===== src/rtl/uart_pkg.sv =====
// Shared UART definitions: FSM state encoding (common with the transmitter),
// default oversampling ratio and data width.
package uart_pkg;

  typedef enum logic [1:0] {
    IDLE  = 2'b00,
    START = 2'b01,
    DATA  = 2'b10,
    STOP  = 2'b11
  } uart_state_t;

  localparam int OVERSAMPLE_DEFAULT = 16;
  localparam int DATA_W             = 8;

endpackage


===== src/rtl/uart_sync.sv =====
// Two-flop synchronizer for an asynchronous single-bit input. The reset value
// is a parameter so idle-high lines (UART rx) come out of reset inactive.
module uart_sync #(
  parameter logic RESET_VAL = 1'b1
) (
  input  logic clk,
  input  logic rst,
  input  logic d,
  output logic q
);

  logic meta_reg;
  logic q_reg;

  // Two-stage capture; the first stage may go metastable, the second settles it.
  always_ff @(posedge clk) begin
    if (rst) begin
      meta_reg <= RESET_VAL;
      q_reg    <= RESET_VAL;
    end else begin
      meta_reg <= d;
      q_reg    <= meta_reg;
    end
  end

  assign q = q_reg;

endmodule


===== src/rtl/uart_receiver.sv =====
// UART 8N1 receiver driven by an oversampling tick. Detects the start edge,
// re-checks it at mid start bit, samples each data bit at its centre and the
// stop bit likewise, then hands the byte over with a rdy/rdy_clr handshake.
// Framing errors and overruns are flagged.
module uart_receiver
  import uart_pkg::*;
#(
  parameter int OVERSAMPLE = OVERSAMPLE_DEFAULT
) (
  input  logic              clk,
  input  logic              rst,
  input  logic              rx_enb,
  input  logic              rx,
  input  logic              rdy_clr,
  output logic [DATA_W-1:0] data_out,
  output logic              rdy,
  output logic              frame_err,
  output logic              overrun,
  output logic              busy
);

  localparam int CW = $clog2(OVERSAMPLE);
  localparam logic [CW-1:0] HALF_M1 = CW'(OVERSAMPLE / 2 - 1);
  localparam logic [CW-1:0] FULL_M1 = CW'(OVERSAMPLE - 1);

  logic rx_s;

  uart_state_t       state_reg, state_next;
  logic [CW-1:0]     cnt_reg, cnt_next;
  logic [2:0]        idx_reg, idx_next;
  logic [DATA_W-1:0] shift_reg, shift_next;
  logic [DATA_W-1:0] data_reg, data_next;
  logic              rdy_reg, rdy_next;
  logic              frame_err_reg, frame_err_next;
  logic              overrun_reg, overrun_next;

  uart_sync #(
    .RESET_VAL(1'b1)
  ) u_sync (
    .clk(clk),
    .rst(rst),
    .d  (rx),
    .q  (rx_s)
  );

  // State, counters, shift register and output flags.
  always_ff @(posedge clk) begin
    if (rst) begin
      state_reg     <= IDLE;
      cnt_reg       <= '0;
      idx_reg       <= '0;
      shift_reg     <= '0;
      data_reg      <= '0;
      rdy_reg       <= 1'b0;
      frame_err_reg <= 1'b0;
      overrun_reg   <= 1'b0;
    end else begin
      state_reg     <= state_next;
      cnt_reg       <= cnt_next;
      idx_reg       <= idx_next;
      shift_reg     <= shift_next;
      data_reg      <= data_next;
      rdy_reg       <= rdy_next;
      frame_err_reg <= frame_err_next;
      overrun_reg   <= overrun_next;
    end
  end

  // Next-state logic; everything except the handshake clear moves only on rx_enb.
  always_comb begin
    state_next     = state_reg;
    cnt_next       = cnt_reg;
    idx_next       = idx_reg;
    shift_next     = shift_reg;
    data_next      = data_reg;
    rdy_next       = rdy_reg;
    frame_err_next = frame_err_reg;
    overrun_next   = overrun_reg;

    // Consumer acknowledge; a same-cycle frame completion below overrides it.
    if (rdy_clr) begin
      rdy_next       = 1'b0;
      overrun_next   = 1'b0;
      frame_err_next = 1'b0;
    end

    case (state_reg)
      IDLE: begin
        if (rx_enb && !rx_s) begin
          cnt_next   = '0;
          state_next = START;
        end
      end
      START: begin
        if (rx_enb) begin
          cnt_next = cnt_reg + CW'(1);
          if (cnt_reg == HALF_M1) begin
            if (!rx_s) begin
              cnt_next   = '0;
              idx_next   = '0;
              state_next = DATA;
            end else begin
              // Line went high again before mid start bit: a glitch.
              state_next = IDLE;
            end
          end
        end
      end
      DATA: begin
        if (rx_enb) begin
          cnt_next = cnt_reg + CW'(1);
          if (cnt_reg == FULL_M1) begin
            shift_next[idx_reg] = rx_s;
            cnt_next            = '0;
            if (idx_reg == 3'd7) begin
              state_next = STOP;
            end else begin
              idx_next = idx_reg + 3'd1;
            end
          end
        end
      end
      STOP: begin
        if (rx_enb) begin
          cnt_next = cnt_reg + CW'(1);
          if (cnt_reg == FULL_M1) begin
            cnt_next   = '0;
            state_next = IDLE;
            if (rx_s) begin
              data_next      = shift_reg;
              rdy_next       = 1'b1;
              frame_err_next = 1'b0;
              overrun_next   = rdy_clr ? 1'b0 : (overrun_reg | rdy_reg);
            end else begin
              frame_err_next = 1'b1;
            end
          end
        end
      end
      default: begin
        state_next = IDLE;
        cnt_next   = '0;
        idx_next   = '0;
      end
    endcase
  end

  assign data_out  = data_reg;
  assign rdy       = rdy_reg;
  assign frame_err = frame_err_reg;
  assign overrun   = overrun_reg;
  assign busy      = (state_reg != IDLE);

endmodule


===== config.mk =====
export PLATFORM = sky130hd
export DESIGN_NAME = uart_receiver
export DESIGN_NICKNAME = d
export VERILOG_FILES = /design/src/rtl/uart_pkg.sv /design/src/rtl/uart_sync.sv /design/src/rtl/uart_receiver.sv
export SDC_FILE = /design/constraint.sdc
export NUM_CORES = 1
export LEC_CHECK = 0
export ABC_AREA = 1
export BUFFER_PORTS_ARGS = -buffer_cell sky130_fd_sc_hd__buf_4
export CAP_MARGIN = 20
export CORE_MARGIN = 2
export CORE_UTILIZATION = 55
export DETAILED_ROUTE_END_ITERATION = 7
export PLACE_DENSITY = 0.76
export SLEW_MARGIN = 20
export SYNTH_ARGS = -nofsm -noshare
export SYNTH_HDL_FRONTEND = slang
export SYNTH_SLANG_ARGS = --single-unit

===== constraint.sdc =====
create_clock -name clk -period 1.7 [get_ports clk]
set_clock_uncertainty 0.2 [all_clocks]
set_input_delay 0.34 -clock clk [delete_from_list [all_inputs] [get_ports clk]]
set_output_delay 0.34 -clock clk [all_outputs]
set_load 0.005 [all_outputs]

# [Word level (Yosys, flattened, before mapping)]
# Index checks and enable logic that the tools add are counted.
[op_classes] n_addsub=2 mul=0 div_mod_pow=0 magnitude_cmp=2 n_eq_ne=17 shift=0 muxes=43 n_bitwise=1 n_reduce_logical=12
[ops] operator="2-to-1 mux 4 bit" count=6
[ops] operator="!= test 2 bit (second input constant)" count=10
[ops] operator="2-to-1 mux 2 bit" count=9
[ops] operator="2-to-1 mux 3 bit" count=6
[ops] operator="2-to-1 mux 1 bit" count=17
[ops] operator="one-hot mux 4 bit (3 select lines)" count=1
[ops] operator="bitwise mux 8 bit" count=1
[ops] operator="one-hot mux 2 bit (4 select lines)" count=1
[ops] operator="AND reduction 8 bit" count=1
[ops] operator="AND reduction 7 bit" count=1
[ops] operator="one-hot mux 3 bit (2 select lines)" count=1
[ops] operator="AND reduction 3 bit" count=2
[ops] operator="adder 4 x 1 -> 4 bit (second input constant)" count=1
[ops] operator="equality test 2 bit (second input constant)" count=2
[ops] operator="equality test 4 x 3 -> 1 bit (second input constant)" count=1
[ops] operator="equality test 4 bit (second input constant)" count=1
[ops] operator="< comparator 3 x 4 -> 1 bit (second input constant)" count=1
[ops] operator="AND reduction 4 bit" count=1
[ops] operator="nonzero test 2 bit" count=2
[ops] operator="adder 3 x 1 -> 3 bit (second input constant)" count=1
[ops] operator="demux 1 bit (select 3 bit)" count=1
[ops] operator="equality test 3 bit (second input constant)" count=1
[ops] operator="greater-or-equal comparator 3 x 1 -> 1 bit (second input constant)" count=1
[ops] operator="equality test 2 x 1 -> 1 bit (second input constant)" count=1
[ops] operator="6 further kinds" count=7
[word_totals] register_bits=30 latchBits=0 ram_bits=0 romBits=0 input_bits=5 out_inout_bits=12 n_memories=0

# [Longest topological paths before layout]
# Gate-level depths: netlist of the first run.
[depth] word_depth=6 mapped_depth=10

# [Hierarchy]
# From an unflattened synthesis of the first run, not the netlist that was laid out.
[hier_totals] cells_unflattened=201 hier_area_um2=1420.1
[by_module_without_submodules] module="uart_receiver" n_inst=1 cells_each=194 area_per_inst_um2=1361.3 seq_area_each_um2=560.5
[by_module_without_submodules] module="uart_sync" n_inst=1 cells_each=7 area_per_inst_um2=58.8 seq_area_each_um2=40.0

# [Least setup slack after synthesis of the first run]
# Ideal clock, no wire load.
[synth_path] path_kind="register to register" start="reg cnt_reg[0]" end="reg overrun_reg (netlist: overrun)" setup_time_ns=0.066 arrival_time_ns=1.291 slack_ns=0.143 stages_incl_launch_ff=7 n_path_buf=1 path_cell_list="dfxtp_1 ha_1 nand4_2 nor3_4 buf_6 nand2_1 a21oi_2"
[synth_via] elab_chain_len=4
[synth_rtl] element="from (decl)" line="uart_receiver.sv:29" text="logic [CW-1:0] cnt_reg, cnt_next;"
[synth_rtl] element="from (signal assigned)" line="uart_receiver.sv:59" text="cnt_reg <= cnt_next;"
[synth_rtl] element="equality test 4 bit" line="uart_receiver.sv:126" text="if (cnt_reg == FULL_M1) begin"
[synth_rtl] element="2-to-1 mux 1 bit" line="uart_receiver.sv:126"
[synth_rtl] element="2-to-1 mux 1 bit" line="uart_receiver.sv:124" text="if (rx_enb) begin"
[synth_rtl] element="2-to-1 mux 1 bit" line="uart_receiver.sv:87" text="case (state_reg)"
[synth_rtl] element="to (signal assigned)" line="uart_receiver.sv:65" text="overrun_reg <= overrun_next;"
[synth_rtl] element="to (decl)" line="uart_receiver.sv:35" text="logic overrun_reg, overrun_next;"
# Every way passes these cells.
# A chain may end at the register's enable or synchronous reset.

# [Final worst setup path of the first run]
[layout_path] start="reg state_reg[0]" end="out busy"
[layout_via] elab_chain_len=1
[layout_rtl] element="from (decl)" line="uart_receiver.sv:28" text="uart_state_t state_reg, state_next;"
[layout_rtl] element="from (signal assigned)" line="uart_receiver.sv:58" text="state_reg <= state_next;"
[layout_rtl] element="nonzero test 2 bit" line="uart_receiver.sv:152" text="assign busy = (state_reg != IDLE);"
[layout_rtl] element="to (decl)" line="uart_receiver.sv:19" text="output logic busy"
# Every way passes these cells.

==> out/summary.txt, run 1 <==
===========================================================================================
Skew-Pair Late Insertion Delay                                                      0.33 ns
Measured slew at the worst slew-check pin                                          0.272 ns
Critical path fanouts, max                                                                5
Antenna violations before repair                                                          0
Row count                                                                                17
CP max-delay cell                                                                   dfxtp_1
Yosys reg bits                                                                           30
Crit share post-route                                                                 0.971
Crit path setup slack, layout                                                     0.0489 ns
Cell count of the worst reg-to-reg path                                                   9
CP startpoint kind                                                                     flop
Via density                                                                            5.35
Total number of yosys warnings                                                            0
GRT Util Overall                                                                      0.244
Die Footprint                                                                     2800 um^2
Final hold viol count                                                                     0
Port Buffer Count                                                                        16
Pwr/cell area                                                                   813 nW/um^2
Crit. Startpoint                                                               state_reg[0]
Crit path largest cell delay                                                        0.48 ns
Leak                                                                               0.733 nW
Final standard cell utilization of the core                                           0.756
Final weighted congestion of routability-driven global placement                      0.817
Area overhead of the layout relative to synthesis                                     28.2%
Total nets after synthesis                                                              187
Number of sinks handled by clock tree synthesis                                          30
Root buffer selected by CTS                                                        clkbuf_4
Vias after detailed routing                                                            1285
Portion of the post-synthesis area used by sequential elements                        0.456
Count of boundary I/O pins                                                               17
Result of the run                                                                 completed
Final HPWL DP                                                                       2160 um
Longest Clk Path Bufs                                                                     2
Share of Yosys cell area claimed by the top area cell type                            0.456
Cell count along the critical path                                                        3
Buf+Inv Stages, Crit Path                                                                 2
Maximum capacitance violations                                                            0
R2r endpoint                                                                     idx_reg[0]
Number of detailed-route iterations in the first pass                                     6
Final slew viol count                                                                     0
Worst supply voltage drop on vdd                                                 0.000745 V
Placed standard-cell area                                                         1510 um^2
Unrepaired setup endpoints after global routing                                        true
Vias in the first global route                                                         1201
Final non-filler cell area                                                        1690 um^2
Fraction of layout cells with a size suffix above 1                                   0.288
Hold crit path type                                                            input pin to flop
Remaining number of nets flagged by the antenna check after routing                       0
Largest cells by area after synthesis                                          dfxtp_1 46%, nand2_1 10%, nor2_1 7.7%, a21oi_1 7.2%, o21ai_1 4.6%
Number of DRC violations after detailed routing                                           0
Inserted Clock Buffers                                                                    5
Launch point of the worst hold path                                                     rst
Synth Cell Area                                                                   1320 um^2
Gate count after technology mapping                                                     179
Congestion Overflow GR                                                                    0
Total setup violations reported at the end of the flow                                    0
Crit Reg-Reg Startpoint                                                        state_reg[0]
CTS tree                                                                              built
Number of H-tree levels                                                                   2
Number of design-rule violations left by the first detailed-router iteration             32
Wirelength, routed                                                                  3010 um
Class of the most critical setup path                                          flop to primary output
Syn Area/Cell                                                                     7.35 um^2
Die width                                                                           52.9 um
Layout net count                                                                        220
Achievable Freq                                                                     606 MHz
Wirelength per Cell                                                                 12.5 um
Crit. End Element                                                              primary output
Slew HR                                                                               0.817
CP top delay family                                                              flip-flops
Initial cell density of the core                                                      0.589
Largest net degree at the start of global routing                                        14
Overall die height                                                                  52.9 um
Endpoint required time on the critical path                                         1.16 ns
Area inside the core boundary                                                     2230 um^2
Reg-to-reg slack, setup                                                             0.11 ns
Worst setup path endpoint                                                              busy
Sequence of cells on the critical path                                         nor2_2 -> inv_1 -> buf_4
Count of different cell masters after synthesis                                          22
Number of antenna repair diodes                                                           0
Wire length of the first global-routing pass                                        4880 um
Reg clk slew, reported paths                                                        0.09 ns
Cell type with the largest total area after synthesis                               dfxtp_1
Worst slack at placement                                                          0.0414 ns
CP arrival                                                                          1.11 ns
Final Critical Period                                                               1.65 ns
===========================================================================================
layout make-up:
type,count,area (um^2)
Clock buffer,6,51.3
Timing Repair Buffer,29,224
Multi-Input combinational cell,127,664
Sequential cell,30,612
Clock inverter,1,30.0
Fill cell,175,546
Inverter,19,71.3
Tap cell,28,35.0
cells in the mapped netlist (all sizes together):
cell and n:
nand2 36, nor2 31, dfxtp 30, a21oi 20, inv 18, o21ai 16
nand3 11, nor3 4, ha 3, or2 3, a211oi 2, clkbuf 2
buf 1, clkinv 1, nand4 1
layout by cell type, fill, tap and decap left out, types with 2 or more instances in the layout:
cell type  netlist  routed
nand2_2          0       3
o21ai_0          4       4
nand3_1         11      11
nor3_1           3       3
nor2_4           2       3
ha_1             3       2
inv_2            6       6
nand2_1         36      33
o21ai_1         12      12
nor2_2           2       3
buf_4            0      27
or2_2            2       2
clkbuf_4         0       5
dfxtp_4          0       2
inv_1           12      12
a211oi_1         2       2
a21oi_1         19      19
dfxtp_1         30      25
nor2_1          27      25
dfxtp_2          0       3
stage by stage:
| stage | hold slack (ns) | setup TNS, ns | power, mW | instances |
|---|---|---|---|---|
| finish | 0.0648 | 0 | 1.37 | 240 |
| global route | 0.0552 | -0.0752 | 1.42 | 240 |
| CTS | 0.0516 | 0 | 1.38 | 235 |
| detailed placement | 0.202 | 0 | 0.798 | 227 |
| global placement | 0.202 | 0 | 0.796 | 227 |
| floorplan | 0.189 | 0 | 0.772 | 179 |
cell families (layout without fill, tap and decap cells):
group | after synthesis | count (layout) | share of synthesized area
adders and majority gates | 3 | 3 | 0.0285
DFF | 30 | 30 | 0.456
and+or+nand+nor | 86 | 86 | 0.296
buffers and inverters | 22 | 55 | 0.0684
AOI/OAI and AO/OA | 38 | 38 | 0.151
report_power, final:
group	switching, mW	internal (mW)
Combinational	0.0452	0.0293
Clock	0.241	0.342
Sequential	0.00834	0.706
routing by layer:
layer  track usage  share of wire  vias up
met4        0.0983          0.018        0
met1         0.270           0.43      594
li1              -              -      650
met3        0.0763          0.039        9
met2         0.431           0.51       32
met5             0              0        -
worst min path at each step:
stage                            end  slack, ns  cells past startpoint
after floorplan             u_sync.q       0.19                      1
after global placement      u_sync.q       0.20                      1
after detailed placement    u_sync.q       0.20                      1
after CTS                        rdy       0.05                      2
after global routing      idx_reg[1]       0.06                      2
final                            rdy       0.06                      2
what timing repair did:
action | 4_1_cts | 5_1_grt
endpoints found under the setup margin | 1 | 21
hold buffers | 1 | 0
pin swaps | 0 | 2
cloned | 0 | 0
endpoints found under the hold margin | 1 | 0
setup buffers | 0 | 5
resized for setup | 1 | 16
(Power assumes the default switching activity.)
==> run 2, diff against run 1 <==
==> constraint.sdc (replaced) <==
create_clock -name clk -period 1.7 [get_ports clk]
set_clock_uncertainty 0.2 [all_clocks]
set_input_delay 0 -clock clk [delete_from_list [all_inputs] [get_ports clk]]
set_output_delay 0 -clock clk [all_outputs]
set_load 0.005 [all_outputs]
==> run 2 against run 1 <==
Cell count is 1.3% lower. Global-route usage is 0.45 points lower. Flip-flop and latch count stayed put. Die area stayed put. Clock power is 34% lower. Core utilization is 2.3 points lower. Critical path depth is 3 higher. Largest cell class unchanged. Sequential share of layout area is 0.91 points higher.
==> out/summary.txt, run 2 (synthesized netlist as in run 1, its figures left out) <==
===========================================================================================
Buf+Inv Stages, Crit Path                                                                 1   -1
Total power of the final layout                                                     1.18 mW   -14%
Unrepaired setup endpoints after global routing                                       false
Endpoint of the worst hold-timing path                                             u_sync.q
Met1 capacity usage during global routing                                             0.263   -0.00644
Combinational fraction of design power                                                0.063   +0.009
GR met2 Demand/Resource                                                               0.427   -0.00417
Switching power of the nets                                                        0.290 mW   -1.6%
Most common cell after layout, fill and taps aside                                  nand2_1
GRT Util Overall                                                                      0.240   -0.00447
CTS tree                                                                              built
Vias in the first global route                                                         1206   +0.42%
Result of the run                                                                 completed
Internal                                                                           0.889 mW   -18%
Final hold viol count                                                                     0   unchanged
Worst hold path depth                                                                     1   -1
Global routing's busiest layer                                                         met2
Reg clk slew, reported paths                                                        0.10 ns   about the same
Wire length of the first global-routing pass                                        4820 um   -1.1%
Root buffer selected by CTS                                                        clkbuf_4
Number of DRC violations after detailed routing                                           0   unchanged
Inserted Clock Buffers                                                                    5   unchanged
Achievable Freq                                                                     622 MHz   +2.8%
Critical path fanouts, max                                                                4   -1
Row count                                                                                17   unchanged
Number of antenna repair diodes                                                           0   unchanged
Remaining number of nets flagged by the antenna check after routing                       0   unchanged
Post-CTS setup buffer count                                                               0   unchanged
Sequential power share                                                                0.609   +0.088
Crit Reg-Reg Startpoint                                                          cnt_reg[0]
Total of fill cells in the finished design                                              176   +0.57%
Leak                                                                               0.695 nW   -5.2%
Fraction of layout cells with a size suffix above 1                                   0.263   -0.0246
Overall die height                                                                  52.9 um   unchanged
Final slew viol count                                                                     0   unchanged
Crit path setup slack, layout                                                     0.0932 ns   +0.0444 ns
Switch share                                                                          0.246   +0.0313
Number of detailed-route iterations in the first pass                                     4   -2
Worst supply voltage drop on vdd                                                 0.000685 V   -8.1%
Skew-Pair Late Insertion Delay                                                      0.32 ns   about the same
Die Footprint                                                                     2800 um^2   unchanged
Area inside the core boundary                                                     2230 um^2   unchanged
Wirelength, routed                                                                  2900 um   -3.8%
Setup total negative slack                                                             0 ns   unchanged
Largest net degree at the start of global routing                                        20   +6
Final Critical Period                                                               1.61 ns   -0.0444 ns
Crit share post-route                                                                 0.945   -0.0261
Maximum capacitance violations                                                            0   unchanged
Layout net count                                                                        217   -1.4%
Proportion of power drawn by the clock network                                        0.328   -0.097
Placed Instances                                                                        225   -0.88%
CP max-delay cell                                                                   dfxtp_2
Initial cell density of the core                                                      0.589   unchanged
Area overhead of the layout relative to synthesis                                     24.3%
Most used cells in the layout excluding fill and tap cells                     33 x nand2_1, 26 x nor2_1, 24 x dfxtp_1
Count of boundary I/O pins                                                               17   unchanged
Placed standard-cell area                                                         1490 um^2   -1.0%
Crit. End Element                                                                      flop
Number of design-rule violations left by the first detailed-router iteration             15   -53%
Class of the most critical setup path                                          flop to flop
CP startpoint kind                                                                     flop
CP arrival                                                                          1.66 ns   +0.55 ns
Final non-filler cell area                                                        1640 um^2   -3.0%
GR met3 Demand/Resource                                                              0.0763   unchanged
Worst slack at placement                                                         -0.0614 ns   -0.103 ns
Endpoint required time on the critical path                                         1.75 ns   +0.59 ns
Number of sinks handled by clock tree synthesis                                          30   unchanged
Antenna violations before repair                                                          0   unchanged
Die width                                                                           52.9 um   unchanged
Port Buffer Count                                                                        16   unchanged
Cell count of the worst reg-to-reg path                                                   6   -3
Vias after detailed routing                                                            1222   -4.9%
Pwr/cell area                                                                   720 nW/um^2   -11%
Hold crit path type                                                            flop to flop
Non-Filler Instances                                                                    237   -1.3%
Congestion Overflow GR                                                                    0   unchanged
Final HPWL DP                                                                       2140 um   -0.88%
CP top delay family                                                              flip-flops
Slew HR                                                                               0.647   -0.170
Final weighted congestion of routability-driven global placement                      0.793   -2.9%
Measured slew at the worst slew-check pin                                          0.529 ns   +0.257 ns
Launch point of the worst hold path                                            u_sync.meta_reg
Crit path largest cell delay                                                        0.39 ns   -0.09 ns
Number of H-tree levels                                                                   2   unchanged
R2r endpoint                                                                   shift_reg[5]
Wirelength per Cell                                                                 12.2 um   -2.5%
Total setup violations reported at the end of the flow                                    0   unchanged
Reg-to-reg slack, setup                                                             0.09 ns   -0.02 ns
Sequence of cells on the critical path                                         ha_4 -> nand4_4 -> buf_4 -> nor3_2 -> o21ai_0 -> a21oi_1
Longest Clk Path Bufs                                                                     2   unchanged
Via density                                                                            5.16   -3.7%
===========================================================================================
## run 2: worst reg2reg max path: cells and delay by family, from the launching register on
| family | cells | cell delay [ns] |
|---|---|---|
| AOI/OAI and AO/OA | 2 | 0.31 |
| DFF | 1 | 0.39 |
| and+or+nand+nor | 2 | 0.30 |
| adders and majority gates | 1 | 0.16 |
| buffers and inverters | 1 | 0.18 |
## run 2: through the flow
step                hold slack [ns]   util
floorplan                   -0.0962      -
global placement            -0.0108  0.667
detailed placement          -0.0119  0.667
CTS                           0.224  0.713
global route                  0.252  0.733
finish                        0.223  0.733
## run 2: power by group through the flow
stage | clock network [mW] | registers, mW | logic [mW]
floorplan | 0 | 0.731 | 0.0418
global placement | 0 | 0.732 | 0.0600
detailed placement | 0 | 0.732 | 0.0621
CTS | 0.392 | 0.716 | 0.0710
global route | 0.430 | 0.719 | 0.0833
finish | 0.387 | 0.717 | 0.0743
## run 2: what timing repair did
| action | in CTS | in global routing |
|---|---|---|
| pin swaps | 0 | 2 |
| endpoints found under the setup margin | 1 | 21 |
| hold buffers | 5 | 0 |
| gates cloned | 0 | 0 |
| gates resized for setup | 1 | 14 |
| endpoints found under the hold margin | 13 | 0 |
## run 2: cell type report
class / instances / area [um^2] / area share
inverters: 19 / 71.3 / 0.0436
well taps: 28 / 35.0 / 0.0214
clock inverters: 2 / 10.0 / 0.00612
repair buffers: 26 / 208 / 0.127
multi-input cells: 127 / 667 / 0.407
clock buffers: 5 / 37.5 / 0.0229
flip-flops and latches: 30 / 608 / 0.372
## run 2: metal layers
metal	vias up	wire length, um
met5	-	0
met4	0	25
met3	4	96
met2	18	1490
met1	557	1280
li1	643	-
## run 2: worst max-delay path by stage
stage	startpoint	to	slack, ns	cells past startpoint
2_1_floorplan	cnt_reg[0]	overrun	0.14	6
3_3_place_gp	cnt_reg[0]	shift_reg[1]	0.13	6
3_5_place_dp	cnt_reg[0]	shift_reg[5]	-0.06	6
4_1_cts	cnt_reg[0]	shift_reg[5]	0.01	6
5_1_grt	cnt_reg[0]	shift_reg[5]	0.004	6
6_report	cnt_reg[0]	shift_reg[5]	0.09	6
